$ cat src/rtl/ula_entrada_ctrl.sv
// ula_entrada_ctrl -- operand/opcode entry controller for a board-driven ULA.
// Captures a, b and the op select from the switches on successive confirm
// presses, launches the ULA with a one-clock start pulse and flags valid
// once the ULA reports done. A clear press returns to operand-a entry.
// Optional build macro: ULA_ENTRADA_DEBOUNCE_EN adds a per-button debounce
// filter of DEBOUNCE_CYCLES clocks after the synchronizers; without it the
// synchronized level is used directly.
module ula_entrada_ctrl #(
  parameter int DEBOUNCE_CYCLES = 500000
) (
  input  logic       clk,
  input  logic       rst_n,
  input  logic [7:0] sw,
  input  logic       btn_confirm,
  input  logic       btn_clear,
  input  logic       ula_done,
  output logic [7:0] a,
  output logic [7:0] b,
  output logic [2:0] sel_op,
  output logic       start,
  output logic       valid,
  output logic [2:0] estado
);

  typedef enum logic [2:0] {
    S_A    = 3'd0,
    S_B    = 3'd1,
    S_OP   = 3'd2,
    S_EXEC = 3'd3,
    S_DONE = 3'd4
  } state_e;

  // A zero-length debounce window has no meaning; this empty block makes
  // such a build visible by name in the elaborated hierarchy.
  if (DEBOUNCE_CYCLES < 1) begin : g_debounce_cycles_invalid
  end

  // Bit 0 is confirm, bit 1 is clear.
  logic [1:0] btn_raw;
  logic [1:0] press;
  assign btn_raw = {btn_clear, btn_confirm};

  // Counts the first clocks after reset until the synchronizer outputs
  // reflect real button samples rather than their cleared reset value.
  logic [1:0] settle_q;
  logic       settled;
  assign settled = (settle_q == 2'd3);

  // Post-reset settle counter, saturating.
  always_ff @(posedge clk) begin
    if (!rst_n) begin
      settle_q <= 2'd0;
    end else if (!settled) begin
      settle_q <= settle_q + 2'd1;
    end
  end

  for (genvar gi = 0; gi < 2; gi++) begin : g_btn
    logic sync1_q;
    logic sync2_q;
    logic level;
    logic prev_q;
    logic armed_q;
    logic press_q;

    // Two-flop synchronizer for the asynchronous button input.
    always_ff @(posedge clk) begin
      if (!rst_n) begin
        sync1_q <= 1'b0;
        sync2_q <= 1'b0;
      end else begin
        sync1_q <= btn_raw[gi];
        sync2_q <= sync1_q;
      end
    end

`ifdef ULA_ENTRADA_DEBOUNCE_EN
    localparam int CW = (DEBOUNCE_CYCLES < 2) ? 1 : $clog2(DEBOUNCE_CYCLES);
    logic [CW-1:0] cnt_q;
    logic          level_q;

    // Accept a new level only after it has been seen for DEBOUNCE_CYCLES
    // consecutive clocks; any return to the old level restarts the count.
    always_ff @(posedge clk) begin
      if (!rst_n) begin
        cnt_q   <= '0;
        level_q <= 1'b0;
      end else if (sync2_q == level_q) begin
        cnt_q <= '0;
      end else if (cnt_q == CW'(DEBOUNCE_CYCLES - 1)) begin
        cnt_q   <= '0;
        level_q <= sync2_q;
      end else begin
        cnt_q <= cnt_q + 1'b1;
      end
    end

    assign level = level_q;
`else
    assign level = sync2_q;
`endif

    // Rising-edge detect on the conditioned level. The detector only arms
    // after the button has been seen released, so a button held through
    // reset release cannot produce a press.
    always_ff @(posedge clk) begin
      if (!rst_n) begin
        prev_q  <= 1'b0;
        armed_q <= 1'b0;
        press_q <= 1'b0;
      end else begin
        prev_q  <= level;
        press_q <= level & ~prev_q & armed_q;
        if (settled && !sync2_q && !level) begin
          armed_q <= 1'b1;
        end
      end
    end

    assign press[gi] = press_q;
  end

  logic       confirm_p;
  logic       clear_p;
  assign confirm_p = press[0];
  assign clear_p   = press[1];

  logic [2:0] state_q;
  logic [7:0] a_q;
  logic [7:0] b_q;
  logic [2:0] sel_q;
  logic       start_q;
  logic       valid_q;

  // Entry sequencer: state plus registered operands, start and valid.
  always_ff @(posedge clk) begin
    if (!rst_n) begin
      state_q <= S_A;
      a_q     <= 8'd0;
      b_q     <= 8'd0;
      sel_q   <= 3'd0;
      start_q <= 1'b0;
      valid_q <= 1'b0;
    end else if (clear_p) begin
      // Clear outranks a coincident confirm.
      state_q <= S_A;
      a_q     <= 8'd0;
      b_q     <= 8'd0;
      sel_q   <= 3'd0;
      start_q <= 1'b0;
      valid_q <= 1'b0;
    end else begin
      start_q <= 1'b0;
      case (state_q)
        S_A: begin
          valid_q <= 1'b0;
          if (confirm_p) begin
            a_q     <= sw;
            state_q <= S_B;
          end
        end
        S_B: begin
          valid_q <= 1'b0;
          if (confirm_p) begin
            b_q     <= sw;
            state_q <= S_OP;
          end
        end
        S_OP: begin
          valid_q <= 1'b0;
          if (confirm_p) begin
            sel_q   <= sw[2:0];
            start_q <= 1'b1;
            state_q <= S_EXEC;
          end
        end
        S_EXEC: begin
          // ula_done is ignored in the start clock itself, since a ULA
          // with done tied high has not yet seen the new operands.
          valid_q <= 1'b0;
          if (!start_q && ula_done) begin
            valid_q <= 1'b1;
            state_q <= S_DONE;
          end
        end
        S_DONE: begin
          valid_q <= 1'b1;
          if (confirm_p) begin
            valid_q <= 1'b0;
            state_q <= S_A;
          end
        end
        default: begin
          // Unused codes fall back to operand-a entry.
          valid_q <= 1'b0;
          state_q <= S_A;
        end
      endcase
    end
  end

  assign a      = a_q;
  assign b      = b_q;
  assign sel_op = sel_q;
  assign start  = start_q;
  assign valid  = valid_q;
  assign estado = state_q;

endmodule

$ cat config.mk
export PLATFORM = sky130hd
export DESIGN_NAME = ula_entrada_ctrl
export DESIGN_NICKNAME = d
export VERILOG_FILES = /design/src/rtl/ula_entrada_ctrl.sv
export SDC_FILE = /design/constraint.sdc
export NUM_CORES = 1
export LEC_CHECK = 0
export ABC_AREA = 1
export CORE_UTILIZATION = 47
export DETAILED_ROUTE_END_ITERATION = 12
export DONT_BUFFER_PORTS = 1
export MAX_ROUTING_LAYER = met4
export PLACE_DENSITY = 0.72
export RECOVER_POWER = 100
export SYNTH_ARGS = -nofsm -noshare
export SYNTH_HDL_FRONTEND = slang
export SYNTH_SLANG_ARGS = --single-unit
$ cat constraint.sdc
create_clock -name clk -period 1.5 [get_ports clk]
set_input_delay 0 -clock clk [delete_from_list [all_inputs] [get_ports clk]]
set_output_delay 0 -clock clk [all_outputs]
set_load 0.02 [all_outputs]
# Word-level counts from Yosys, hierarchy flattened
# Index checks and enable logic that the tools add are counted.
dict set report word_totals {
  input_bits 13
  output_inout_bits 24
  reg_bits 36
  wordCells 61
}
dict set report op_classes {
  reduce_logical 15
  bitwise 8
  mux 10
  add_sub_neg 1
  eq_ne 10
}
# cell n
set ops {}
lappend ops {{$mux 3} 5}
lappend ops {{$pmux 3 s5} 1}
lappend ops {{$ne 2x2->1 const B} 5}
lappend ops {{$eq 3x2->1 const B} 2}
lappend ops {{$reduce_and 2->1} 3}
lappend ops {{$logic_and 1x1->1} 5}
lappend ops {{$reduce_and 5->1} 1}
lappend ops {{$and 1x1->1} 4}
lappend ops {{$not 1->1} 4}
lappend ops {{$eq 3x1->1 const B} 1}
lappend ops {{$eq 3x3->1 const B} 1}
lappend ops {{$logic_not 1->1} 3}
lappend ops {{$logic_not 3->1} 1}
lappend ops {{$mux 1} 3}
lappend ops {{$reduce_or 3->1} 1}
lappend ops {{$add 2x1->2 const B} 1}
lappend ops {{$eq 2x2->1 const B} 1}
lappend ops {{$pmux 1 s2} 1}
lappend ops {{$reduce_or 2->1} 1}

# Depth between registers and ports, before layout
dict set report depth {
  ltp_word 4
  mapped_depth 8
  depth_no_buf 7
}

# Least setup slack after synthesis
# Ideal clock, no wire load.
dict set report synth_timing {
  kind {register -> register}
  start {reg state_q[1] (netlist: estado[1])}
  end {reg b_q[0] (netlist: b[0])}
  path_buffers 1
  setup_ns 0.114
  t_required_ns 1.386
  synth_period_minus_slack_ns 1.206
  path_slack_ns 0.294
  t_arrival_ns 1.092
  stages_incl_launch_ff 8
  cell_sequence {dfxtp_1 -> buf_4 -> inv_2 -> nand3_2 -> nor2_4 -> inv_2 -> nand2_1 -> a21oi_2}
}
dict set report synth_via {
  elab_chain_len 2
}
# item line_no
set synth_lines {}
lappend synth_lines {{start, declared} 128} ;# logic [2:0] state_q;
lappend synth_lines {{start signal, assigned} 138} ;# state_q <= S_A;
lappend synth_lines {{start signal, assigned} 146} ;# state_q <= S_A;
lappend synth_lines {{start signal, assigned} 159} ;# state_q <= S_B;
lappend synth_lines {{$eq 3x1->1} 154} ;# case (state_q)
lappend synth_lines {{$reduce_and 2->1 (no line)} -}
lappend synth_lines {{end signal, assigned} 165} ;# b_q <= sw;
lappend synth_lines {{end, declared} 130} ;# logic [7:0] b_q;
# Every way passes these cells.
# A chain may end at the register's enable or synchronous reset.

# Final worst setup path
dict set report layout_timing {
  start {in rst_n}
  end {reg b_q[3] (netlist: b[3])}
}
dict set report layout_via {
  elab_chain_len 2
}
# item line_no
set layout_lines {}
lappend layout_lines {{start, declared} 12} ;# input logic rst_n,
lappend layout_lines {{$not 1->1 (no line)} -}
lappend layout_lines {{$reduce_or 2->1 (no line)} -}
# Every way passes these cells.

==> flow_summary.toml <==
[logic_synthesis]
syn_nets = 181
yosysUniqueCellTypes = 24
yosysSeqAreaShare = 0.499
syn_area_per_cell_um2 = 8.65
yosysWarnings = 0
netlist_instances = 167
syn_area_um2 = 1450
synth-seq-cells = 36

[critical_path]
worstPathArrival_ps = 1590
critPathMaxFanout = 16
crit_required_ps = 1760
endpoint_kind = "flip-flop"
cp-start-kind = "input port"
regToRegStartpoint = "estado[0]"
critical_path_class = "input port to flip-flop"
crit_start = "rst_n"

[outcome]
violations = "DRC"
status = "finished with violations"

[sta]
worstMarginPinSlew_ps = 360
setup_viol = 0
slew_headroom = 0.760
holdWs_ps = 305
max_freq_mhz = 753
fin_crit_sh = 0.886
finalClockSkew_ps = 14.7
hold_violations = 0
tns_ps = 0
min_period_ps = 1330
finalMaxSlewViolations = 0
rsz0062_at_grt = "no"
layout_setup_ws_ps = 172

[placed_design]
gp_congestion = 0.883
post_dp_cell_area_um2 = 1450
post-place-ws_ps = 255
port_buffers = 0
hpwlAfterDp_um = 1980

[pwr]
pwr-share-comb = 0.067
power_density_nw_per_um2 = 1120
netSwitchingFraction = 0.218
internal_power_uw = 1390
power.share.clock = 0.368
p_sw_uw = 387
pwr-share-seq = 0.566
power_leakage_uw = 0.000629
peakVddDrop_uv = 913

[global_route]
grt_pass1_vias = 1084
grt_pass1_wl_um = 4740
antenna_found_initial = 0
grt_max_degree = 17
globalRouteOverflowTotal = 0
track_usage = 0.197

[finish]
multi_input_area_um2 = 509
nNetsFinal = 199
drive_gt1_frac = 0.134
area_growth_pct = 9.35
nFillCells = 278
fin_util = 0.559
fin_area_um2 = 1580
regArea_um2 = 721
antenna_cells = 0

[drt]
post_drt_wl_per_cell_um = 12.8
vias = 1082
postRouteAntennaNets = 0
drtIter0Drc = 42
route.detailed.drc = 2
routed_wl_um = 2770
vias_per_cell = 4.99
drtPass1Iterations = 8

[clock_network]
clockBufferDepth = 2
cts_tree = "built"
clkSinkCount = 36
clock_latency_ps = 340
path_clk_slew_ps = 100
cts_buffers = 5
htreeDepth = 2
cts_root_buf = "clkbuf_4"

[floorplan]
die_h_um = 57.5
start_util = 0.511
die_x_um = 57.5
coreArea_um2 = 2830
io_pins = 37
die_area_um2 = 3300
fp-row-count = 19

[hold_path]
hold_start = "btn_confirm"
hp-class = "input port to flip-flop"

[run]
maxCapViolations = 0
layer usage:
layer | wire (µm) | up-vias | global-route usage | part of all wire
met5 | 0 | - | - | 0
met4 | 68 | 0 | 0.0836 | 0.025
met3 | 136 | 7 | 0.0748 | 0.049
met2 | 1390 | 30 | 0.324 | 0.50
met1 | 1170 | 484 | 0.212 | 0.42
li1 | - | 561 | - | -
kinds of logic after synthesis:
family / after synthesis / share of synthesized area
xor gates and xnor gates: 1 / 0.00606
adders and majority gates: 1 / 0.00866
DFF: 36 / 0.499
AOI/OAI and AO/OA: 27 / 0.146
buffers and inverters: 29 / 0.109
and+or+nand+nor: 73 / 0.231
metrics by stage:
step / instances / power (µW)
after global placement: 197 / 1110
after floorplan: 167 / 1110
final: 217 / 1780
after global routing: 217 / 1870
after detailed placement: 197 / 1120
after CTS: 217 / 1800
worst max-delay path: stages:
cell and delay (ps):
dlygate4sd3_1 730, inv_4 60, or2_1 350, clkbuf_4 280, a21oi_1 160
synthesized netlist by cell type:
cell / count / area, µm²
a211oi_1: 2 / 15.0
a21oi_1: 5 / 25.0
a21oi_2: 19 / 166
buf_12: 1 / 20.0
buf_4: 1 / 7.51
buf_6: 2 / 22.5
buf_8: 1 / 15.0
dfxtp_1: 36 / 721
ha_1: 1 / 12.5
inv_1: 19 / 71.3
inv_2: 4 / 15.0
inv_4: 1 / 6.26
nand2_1: 52 / 195
nand2_4: 1 / 11.3
nand3_1: 4 / 20.0
nand3_2: 1 / 10.0
nand4_1: 4 / 25.0
nor2_1: 3 / 11.3
nor2_2: 1 / 6.26
nor2_4: 3 / 33.8
nor3_1: 3 / 15.0
o21ai_0: 1 / 5.00
or2_1: 1 / 6.26
xor2_1: 1 / 8.76
layout make-up:
cell class	instances	share of cell area
clock buffers	6	0.0261
inverters	24	0.0586
clock inverters	2	0.0222
multi-input cells	102	0.322
flip-flops and latches	36	0.456
well taps	31	0.0245
repair buffers	16	0.0903
what timing repair did:
action	CTS	global route
hold endpoints to repair	35	0
gates resized for setup	0	0
setup buffers	0	0
hold buffers	12	0
sequential cells by signal (all words and copies together), names as in the netlist:
name,flops
a,8
b,8
estado,3
sel_op,3
g_btn.armed_q,2
g_btn.level,2
g_btn.prev_q,2
g_btn.sync1_q,2
settle_q,2
clear_p,1
confirm_p,1
start,1
valid,1
path summary, 6_finish.rpt:
kind | depth (start not counted) | end | slack [ps]
worst min-delay path | 3 | g_btn[0].sync1_q | 310
worst min register to register | 1 | confirm_p | 410
worst max register to register | 5 | a[3] | 210
worst max-delay path | 5 | b[3] | 170
placed cells by master (no fill, tap or decap):
cell type / Yosys / layout
nand2_1: 52 / 52
dfxtp_1: 36 / 36
inv_1: 19 / 19
a21oi_1: 5 / 19
dlygate4sd3_1: 0 / 12
clkbuf_4: 0 / 6
a21oi_2: 19 / 5
inv_2: 4 / 4
nand4_1: 4 / 4
nand3_1: 4 / 4
nor3_1: 3 / 3
nor2_4: 3 / 3
nor2_1: 3 / 3
clkbuf_1: 0 / 3
a211oi_1: 2 / 2
inv_4: 1 / 1
or2_1: 1 / 1
nor2_2: 1 / 1
nand2_2: 0 / 1
nand3_2: 1 / 1
xor2_1: 1 / 1
o21ai_0: 1 / 1
ha_1: 1 / 1
clkinv_2: 0 / 1
bufinv_16: 0 / 1
buf_4: 1 / 1
power by group through the flow:
stage / Sequential [µW] / Clock [µW] / Combinational (µW)
3_3_place_gp: 1020 / 0 / 83.1
4_1_cts: 1010 / 674 / 125
2_1_floorplan: 1020 / 0 / 91.3
5_1_grt: 1010 / 717 / 139
6_report: 1010 / 653 / 119
3_5_place_dp: 1030 / 0 / 90.5
No activity file was read; power rests on OpenSTA's default activity.
